<file path="config.mk">
export PLATFORM = sky130hd
export DESIGN_NAME = osg_channel_sequencer_flat
export DESIGN_NICKNAME = d
export VERILOG_FILES = /design/src/rtl/osg_channel_sequencer_if.sv /design/src/rtl/osg_channel_sequencer.sv /design/src/flat_wrapper.sv
export SDC_FILE = /design/constraint.sdc
export NUM_CORES = 2
export LEC_CHECK = 0
export BUFFER_PORTS_ARGS = -buffer_cell sky130_fd_sc_hd__buf_2
export CORE_AREA = 2 2 311 190
export DETAILED_ROUTE_END_ITERATION = 7
export DIE_AREA = 0 0 313 192
export GPL_TIMING_DRIVEN = 0
export HOLD_SLACK_MARGIN = 0.15
export MAX_ROUTING_LAYER = met4
export PLACE_DENSITY = 0.76
export SYNTH_ARGS = -nofsm -noshare
export SYNTH_HDL_FRONTEND = slang
export SYNTH_SLANG_ARGS = --single-unit
export TNS_END_PERCENT = 100
</file>
<file path="constraint.sdc">
create_clock -name clk -period 10.3 [get_ports clk]
set_input_delay 3.09 -clock clk [delete_from_list [all_inputs] [get_ports clk]]
set_output_delay 3.09 -clock clk [all_outputs]
set_load 0.005 [all_outputs]
</file>
<file path="src/rtl/osg_channel_sequencer_if.sv">
// Config bus and control/status bundle for osg_channel_sequencer.
// Optional repeat count port is present only when OSG_SEQ_REPEAT_EN is defined.
interface osg_channel_sequencer_if #(
    parameter int N_CH   = 16,
    parameter int CNT_W  = 17,
    parameter int MULT_W = 5
);
    localparam int CH_W = $clog2(N_CH);

    logic              cfg_we;
    logic [CH_W-1:0]   cfg_ch;
    logic [1:0]        cfg_sel;
    logic [CNT_W-1:0]  cfg_data;
    logic              cfg_err;
    logic              start;
    logic              abort;
`ifdef OSG_SEQ_REPEAT_EN
    logic [7:0]        rep;
`endif
    logic [N_CH-1:0]   ch_out;
    logic              busy;
    logic [CH_W-1:0]   cur_ch;
    logic              end_flg;

    modport master (
`ifdef OSG_SEQ_REPEAT_EN
        output rep,
`endif
        output cfg_we, cfg_ch, cfg_sel, cfg_data, start, abort,
        input  cfg_err, ch_out, busy, cur_ch, end_flg
    );

    modport slave (
`ifdef OSG_SEQ_REPEAT_EN
        input  rep,
`endif
        input  cfg_we, cfg_ch, cfg_sel, cfg_data, start, abort,
        output cfg_err, ch_out, busy, cur_ch, end_flg
    );
endinterface

</file>
<file path="src/rtl/osg_channel_sequencer.sv">
// Shared-timer channel sequencer: walks channels 0..N_CH-1 with per-channel pulse/delay phases.
// Define OSG_SEQ_REPEAT_EN to run the full walk rep+1 times per start.
module osg_channel_sequencer #(
    parameter int N_CH   = 16,
    parameter int CNT_W  = 17,
    parameter int MULT_W = 5
) (
    input logic                    clk,
    input logic                    rst,
    osg_channel_sequencer_if.slave bus
);
    localparam int CH_W = $clog2(N_CH);
    localparam logic [CH_W-1:0] LAST_CH = CH_W'(N_CH - 1);

    typedef enum logic [1:0] {S_IDLE, S_PULSE, S_DELAY, S_DONE} state_e;

    state_e             state_q, state_d;
    logic [CH_W-1:0]    cur_ch_q, cur_ch_d;
    logic [CNT_W-1:0]   tick_q, tick_d;
    logic [MULT_W-1:0]  pre_q, pre_d;
    logic [MULT_W-1:0]  mult_q, mult_d;
    logic [7:0]         pass_q, pass_d;
    logic [N_CH-1:0]    ch_out_q, ch_out_d;
    logic               busy_q, busy_d;
    logic               end_flg_q, end_flg_d;
    logic               cfg_err_q, cfg_err_d;

    logic [CNT_W-1:0]   dur_q [N_CH];
    logic [CNT_W-1:0]   dur_d [N_CH];
    logic [CNT_W-1:0]   del_q [N_CH];
    logic [CNT_W-1:0]   del_d [N_CH];
    logic [MULT_W-1:0]  mpl_q [N_CH];
    logic [MULT_W-1:0]  mpl_d [N_CH];
    logic [MULT_W-1:0]  mdl_q [N_CH];
    logic [MULT_W-1:0]  mdl_d [N_CH];

    logic [7:0]         rep_in;
    logic               expire;
    logic               enter_pulse;
    logic [CH_W-1:0]    pulse_ch;

`ifdef OSG_SEQ_REPEAT_EN
    assign rep_in = bus.rep;
`else
    assign rep_in = 8'd0;
`endif

    // A phase of field value 0 expires in its first cycle regardless of the prescaler.
    assign expire = (tick_q == '0) || ((tick_q == CNT_W'(1)) && (pre_q == '0));

    // NOTE: every signal written here gets a default first, so no path can infer a latch.
    always_comb begin
        state_d     = state_q;
        cur_ch_d    = cur_ch_q;
        tick_d      = tick_q;
        pre_d       = pre_q;
        mult_d      = mult_q;
        pass_d      = pass_q;
        ch_out_d    = ch_out_q;
        busy_d      = busy_q;
        end_flg_d   = 1'b0;
        cfg_err_d   = 1'b0;
        enter_pulse = 1'b0;
        pulse_ch    = '0;
        dur_d       = dur_q;
        del_d       = del_q;
        mpl_d       = mpl_q;
        mdl_d       = mdl_q;

        if (bus.cfg_we) begin
            if (state_q == S_IDLE || state_q == S_DONE) begin
                unique case (bus.cfg_sel)
                    2'd0: dur_d[bus.cfg_ch] = bus.cfg_data;
                    2'd1: del_d[bus.cfg_ch] = bus.cfg_data;
                    2'd2: mpl_d[bus.cfg_ch] = bus.cfg_data[MULT_W-1:0];
                    default: mdl_d[bus.cfg_ch] = bus.cfg_data[MULT_W-1:0];
                endcase
            end else begin
                cfg_err_d = 1'b1;
            end
        end

        unique case (state_q)
            S_IDLE: begin
                if (bus.start && !bus.abort) begin
                    state_d     = S_PULSE;
                    busy_d      = 1'b1;
                    pass_d      = rep_in;
                    enter_pulse = 1'b1;
                end
            end
            S_PULSE, S_DELAY: begin
                if (bus.abort) begin
                    state_d  = S_IDLE;
                    ch_out_d = '0;
                    busy_d   = 1'b0;
                    cur_ch_d = '0;
                end else if (!expire) begin
                    if (pre_q == '0) begin
                        tick_d = tick_q - 1'b1;
                        pre_d  = mult_q;
                    end else begin
                        pre_d = pre_q - 1'b1;
                    end
                end else if (state_q == S_PULSE) begin
                    state_d  = S_DELAY;
                    ch_out_d = '0;
                    tick_d   = del_q[cur_ch_q];
                    pre_d    = mdl_q[cur_ch_q];
                    mult_d   = mdl_q[cur_ch_q];
                end else if (cur_ch_q != LAST_CH) begin
                    state_d     = S_PULSE;
                    enter_pulse = 1'b1;
                    pulse_ch    = cur_ch_q + 1'b1;
                end else if (pass_q != '0) begin
                    state_d     = S_PULSE;
                    pass_d      = pass_q - 1'b1;
                    enter_pulse = 1'b1;
                end else begin
                    state_d   = S_DONE;
                    busy_d    = 1'b0;
                    end_flg_d = 1'b1;
                end
            end
            default: begin
                state_d  = S_IDLE;
                cur_ch_d = '0;
            end
        endcase

        if (enter_pulse) begin
            cur_ch_d           = pulse_ch;
            tick_d             = dur_q[pulse_ch];
            pre_d              = mpl_q[pulse_ch];
            mult_d             = mpl_q[pulse_ch];
            ch_out_d           = '0;
            ch_out_d[pulse_ch] = (dur_q[pulse_ch] != '0);
        end
    end

    // NOTE: sequential state uses non-blocking assignments so all flops update together.
    always_ff @(posedge clk) begin
        if (rst) begin
            state_q   <= S_IDLE;
            cur_ch_q  <= '0;
            tick_q    <= '0;
            pre_q     <= '0;
            mult_q    <= '0;
            pass_q    <= '0;
            ch_out_q  <= '0;
            busy_q    <= 1'b0;
            end_flg_q <= 1'b0;
            cfg_err_q <= 1'b0;
            // NOTE: the config file is reset explicitly because a cleared table is a defined start state.
            for (int i = 0; i < N_CH; i++) begin
                dur_q[i] <= '0;
                del_q[i] <= '0;
                mpl_q[i] <= '0;
                mdl_q[i] <= '0;
            end
        end else begin
            state_q   <= state_d;
            cur_ch_q  <= cur_ch_d;
            tick_q    <= tick_d;
            pre_q     <= pre_d;
            mult_q    <= mult_d;
            pass_q    <= pass_d;
            ch_out_q  <= ch_out_d;
            busy_q    <= busy_d;
            end_flg_q <= end_flg_d;
            cfg_err_q <= cfg_err_d;
            dur_q     <= dur_d;
            del_q     <= del_d;
            mpl_q     <= mpl_d;
            mdl_q     <= mdl_d;
        end
    end

    assign bus.ch_out  = ch_out_q;
    assign bus.busy    = busy_q;
    assign bus.cur_ch  = cur_ch_q;
    assign bus.end_flg = end_flg_q;
    assign bus.cfg_err = cfg_err_q;
endmodule

</file>
<file path="src/flat_wrapper.sv">
// flat-port wrapper written by rule: the top's interface ports become plain ports
module osg_channel_sequencer_flat 
#(
    parameter int N_CH   = 16,
    parameter int CNT_W  = 17,
    parameter int MULT_W = 5
)
  (clk, rst, bus_cfg_we, bus_cfg_ch, bus_cfg_sel, bus_cfg_data, bus_start, bus_abort, bus_cfg_err, bus_ch_out, bus_busy, bus_cur_ch, bus_end_flg);
  osg_channel_sequencer_if #(.N_CH(N_CH), .CNT_W(CNT_W), .MULT_W(MULT_W)) bus_i ();
  input logic clk;
  input logic rst;
  input wire logic [$bits(bus_i.cfg_we)-1:0] bus_cfg_we;
  input wire logic [$bits(bus_i.cfg_ch)-1:0] bus_cfg_ch;
  input wire logic [$bits(bus_i.cfg_sel)-1:0] bus_cfg_sel;
  input wire logic [$bits(bus_i.cfg_data)-1:0] bus_cfg_data;
  input wire logic [$bits(bus_i.start)-1:0] bus_start;
  input wire logic [$bits(bus_i.abort)-1:0] bus_abort;
  output wire logic [$bits(bus_i.cfg_err)-1:0] bus_cfg_err;
  output wire logic [$bits(bus_i.ch_out)-1:0] bus_ch_out;
  output wire logic [$bits(bus_i.busy)-1:0] bus_busy;
  output wire logic [$bits(bus_i.cur_ch)-1:0] bus_cur_ch;
  output wire logic [$bits(bus_i.end_flg)-1:0] bus_end_flg;
  assign bus_i.cfg_we = bus_cfg_we;
  assign bus_i.cfg_ch = bus_cfg_ch;
  assign bus_i.cfg_sel = bus_cfg_sel;
  assign bus_i.cfg_data = bus_cfg_data;
  assign bus_i.start = bus_start;
  assign bus_i.abort = bus_abort;
  assign bus_cfg_err = bus_i.cfg_err;
  assign bus_ch_out = bus_i.ch_out;
  assign bus_busy = bus_i.busy;
  assign bus_cur_ch = bus_i.cur_ch;
  assign bus_end_flg = bus_i.end_flg;
  osg_channel_sequencer #(.N_CH(N_CH), .CNT_W(CNT_W), .MULT_W(MULT_W)) u_core (.clk(clk), .rst(rst), .bus(bus_i));
endmodule
</file>
==> metrics.yaml <==
hold_path:
  hp-class: "reg2reg"
  hp-start: "u_core.bus.ch_out[6]"
die:
  die_h_um: 192
  ioPinCount: 51
  dieArea_um2: 60100
  core_area_um2: 57100
  die_x_um: 313
  start_util_pct: 59.6
  rows: 68
synth:
  yosysTopAreaCellShare_pct: 44.9
  yosysWarnings: 0
  synth_top_cells_by_area: "dfxtp_1, nand2_1, a21oi_1"
  synth_largest_area_cell: "dfxtp_1"
  async_flop_share_pct: 0
  ys_seq_area_share_pct: 44.9
  synth-edff-count: 0
  synth_area_per_cell_um2: 7.92
  synth_area_um2: 34000
  syn-num-nets: 4335
  ys_seq_elements: 764
  syn_inst: 4296
  synth_cell_types: 75
  synthFlopType: "dfxtp_1"
setup_path:
  arrival_ns: 8.66
  worstPathMaxFanout: 10
  end_kind: "flop"
  critPathBufInv: 5
  cp_slowest_cell: "buf_1"
  crit_type: "in2reg"
  required_ns: 10.84
  start_kind: "input port"
  critical_path.top_delay_family: "buffers and inverters"
  slowest_delay_ns: 0.98
  crit_path_cell_trace: "buf_2, nand4bb_1, clkbuf_1, buf_2, clkbuf_1, buf_1, nand2_1, a31oi_1, o22ai_1, o21ai_0, o21ai_0, a221oi_1"
  regToRegStartpoint: "u_core.state_q[0]"
  crit_start: "bus_abort"
global_route:
  grt_start_max_net_pins: 16
  grt_usage_pct: 49.0
  first_global_vias: 30247
  antenna_found_initial: 5
  grt_pass1_wl_um: 207000
  grt_overflow: 0
finish:
  stdcell_area_um2: 37600
  regArea_um2: 15300
  n_fill_cell: 4958
  nNetsFinal: 4451
  instances_no_fill: 5238
  syn_to_final_growth_pct: 10.5
  drive_above_1_share_pct: 8.36
  multiInputGateArea_um2: 17200
  utilization_pct: 65.9
placed_design:
  port-buffer-count: 42
  dpl_worst_slack_ns: 2.30
  place_congestion: 1.09
  postPlaceCellArea_um2: 35200
  hpwlAfterDp_um: 108000
  dp_cells: 5108
clock_tree:
  cts_hold_buffers: 0
  clock-sinks: 764
  cts_buffer_depth: 3
  cts_resized: 0
  insertion_delay_ns: 0.65
  cts_root_buffer: "clkbuf_16"
  h-tree-depth: 3
  cts_tree: "done"
  clkTransAtPathRegs_ns: 0.07
  cts_inserted_buffers: 71
  postCtsSetupBuffers: 0
drt:
  drc_errors: 2
  vias: 34842
  wl_um: 146000
  detail-route-antenna-nets: 0
  firstDrtPassIters: 8
  drt-vias-per-instance: 6.65
  drt_iter0_markers: 6626
  post_drt_wl_per_cell_um: 27.9
status:
  violations: "DRC, capacitance limit, slew limit"
  status: "finished with violations"
timing:
  slew_violations: 12
  final_hold_viol_count: 0
  tightest_slew_ns: 1.61
  max_freq_mhz: 123
  setup_viol: 0
  relSlewSlack_pct: -8.22
  layout_min_cycle_time_ns: 8.12
  fin_ws_ns: 2.18
  rsz0062_at_grt: "false"
  clock_skew_ns: 0.0243
  finalCritPeriodShare_pct: 78.8
  fin_setup_tns_ns: 0
power_and_ir_drop:
  swShare_pct: 31.9
  internal_power_mw: 5.01
  p_per_area_nw_per_um2: 196
  p_leak_nw: 11.7
  combPwrFrac_pct: 20.0
  p_clk_share_pct: 38.0
  p_sw_mw: 2.35
  peakVddDrop_uv: 156
  p_seq_share_pct: 42.0
run:
  cap_violations: 3
per-layer routing:
layer / global-route usage [%] / share of wire (%) / vias to the layer above
met5: - / 0 / -
met4: 15.8 / 3.7 / 0
met3: 25.8 / 20 / 415
met2: 59.7 / 36 / 2976
met1: 67.8 / 40 / 16598
li1: - / - / 14853
cells in the mapped netlist (3+ instances only):
master	n
o221ai_1	17
nor2_1	221
nor3_1	21
mux2_2	7
o21ai_0	72
nand2b_1	7
a22oi_1	24
nor4_2	4
inv_1	14
nor4_4	4
nor3_2	3
buf_6	14
nand3b_1	3
o22ai_2	3
clkbuf_1	282
o31ai_1	3
o22ai_1	60
nand3_1	162
a2bb2oi_1	6
a211oi_1	11
xor2_1	8
mux2i_1	82
a31oi_1	31
and2_1	4
or3_1	11
a21oi_1	688
dfxtp_1	764
o21ai_1	6
and3_1	4
nand2_1	1447
nor4_1	5
o21ai_2	11
nand4_1	4
buf_1	31
o2bb2ai_1	12
buf_2	37
nor2b_1	9
a21o_1	4
o211ai_1	23
xnor2_1	9
a311oi_1	6
ha_1	11
mux4_2	112
layout by cell type (no fill, tap or decap), types with 12 or more instances in the layout:
cell type | netlist | layout
a21oi_1 | 688 | 688
a22oi_1 | 24 | 24
a31oi_1 | 31 | 31
buf_1 | 31 | 30
buf_2 | 37 | 79
buf_6 | 14 | 14
clkbuf_1 | 282 | 297
clkbuf_16 | 0 | 75
clkbuf_8 | 0 | 12
clkinv_2 | 0 | 12
dfxtp_1 | 764 | 764
inv_1 | 14 | 14
mux2i_1 | 82 | 82
mux4_2 | 112 | 112
nand2_1 | 1447 | 1447
nand3_1 | 162 | 162
nor2_1 | 221 | 221
nor3_1 | 21 | 21
o211ai_1 | 23 | 23
o21ai_0 | 72 | 72
o221ai_1 | 17 | 17
o22ai_1 | 60 | 60
o2bb2ai_1 | 12 | 12
power by group through the flow:
stage	clock, mW	combinational (mW)	sequential [mW]
floorplan	0	0.911	3.14
global placement	0	1.37	3.16
detailed placement	0	1.37	3.16
CTS	2.76	1.38	3.09
global route	2.88	1.51	3.10
finish	2.80	1.47	3.09
flip-flops by register name, indices dropped and copies added (netlist names):
| name | count |
|---|---|
| u_core.bus.busy | 1 |
| u_core.bus.cfg_err | 1 |
| u_core.bus.ch_out | 16 |
| u_core.bus.cur_ch | 4 |
| u_core.bus.end_flg | 1 |
| u_core.del_q | 272 |
| u_core.dur_q | 272 |
| u_core.mdl_q | 80 |
| u_core.mpl_q | 80 |
| u_core.mult_q | 5 |
| u_core.pass_q | 8 |
| u_core.pre_q | 5 |
| u_core.state_q | 2 |
| u_core.tick_q | 17 |
path summary, 6_finish.rpt:
path                               end  slack [ns]  cells past startpoint
setup / recovery       u_core.pre_q[0]        2.18                     12
hold / removal    u_core.bus.ch_out[6]        0.45                      2
hold reg to reg   u_core.bus.ch_out[6]        0.45                      2
setup reg to reg       u_core.pre_q[0]        4.01                     13
final cells by class:
| class | count | area share, % |
|---|---|---|
| Antenna cell | 4 | 0.0266 |
| Buffer | 365 | 4.06 |
| Clock buffer | 102 | 5.58 |
| Clock inverter | 23 | 0.758 |
| Inverter | 15 | 0.150 |
| Multi-Input combinational cell | 3152 | 45.6 |
| Sequential cell | 764 | 40.7 |
| Tap cell | 770 | 2.56 |
| Timing Repair Buffer | 43 | 0.579 |
worst min-delay path, cell delays in order (launching register included):
cell	delay (ns)
dfxtp_1	0.32
nand2_1	0.06
o21ai_2	0.05
kinds of logic (layout without fill, tap and decap cells):
group | Yosys count | count (layout) | synth area share, %
simple gates | 1929 | 1929 | 23.2
compound gates | 994 | 994 | 16.3
flops | 764 | 764 | 44.9
buf+inv | 380 | 548 | 4.65
mux | 201 | 201 | 10.1
xor+xnor | 17 | 17 | 0.437
fa+ha+maj | 11 | 11 | 0.404
other cells | 0 | 4 | 0
per-stage QoR:
| step | total power [mW] | hold WS [ns] |
|---|---|---|
| 2_1_floorplan | 4.05 | 0.433 |
| 3_3_place_gp | 4.53 | 0.433 |
| 3_5_place_dp | 4.53 | 0.438 |
| 4_1_cts | 7.23 | 0.452 |
| 5_1_grt | 7.49 | 0.467 |
| 6_report | 7.37 | 0.451 |
Power figures use the tool's default switching activity.
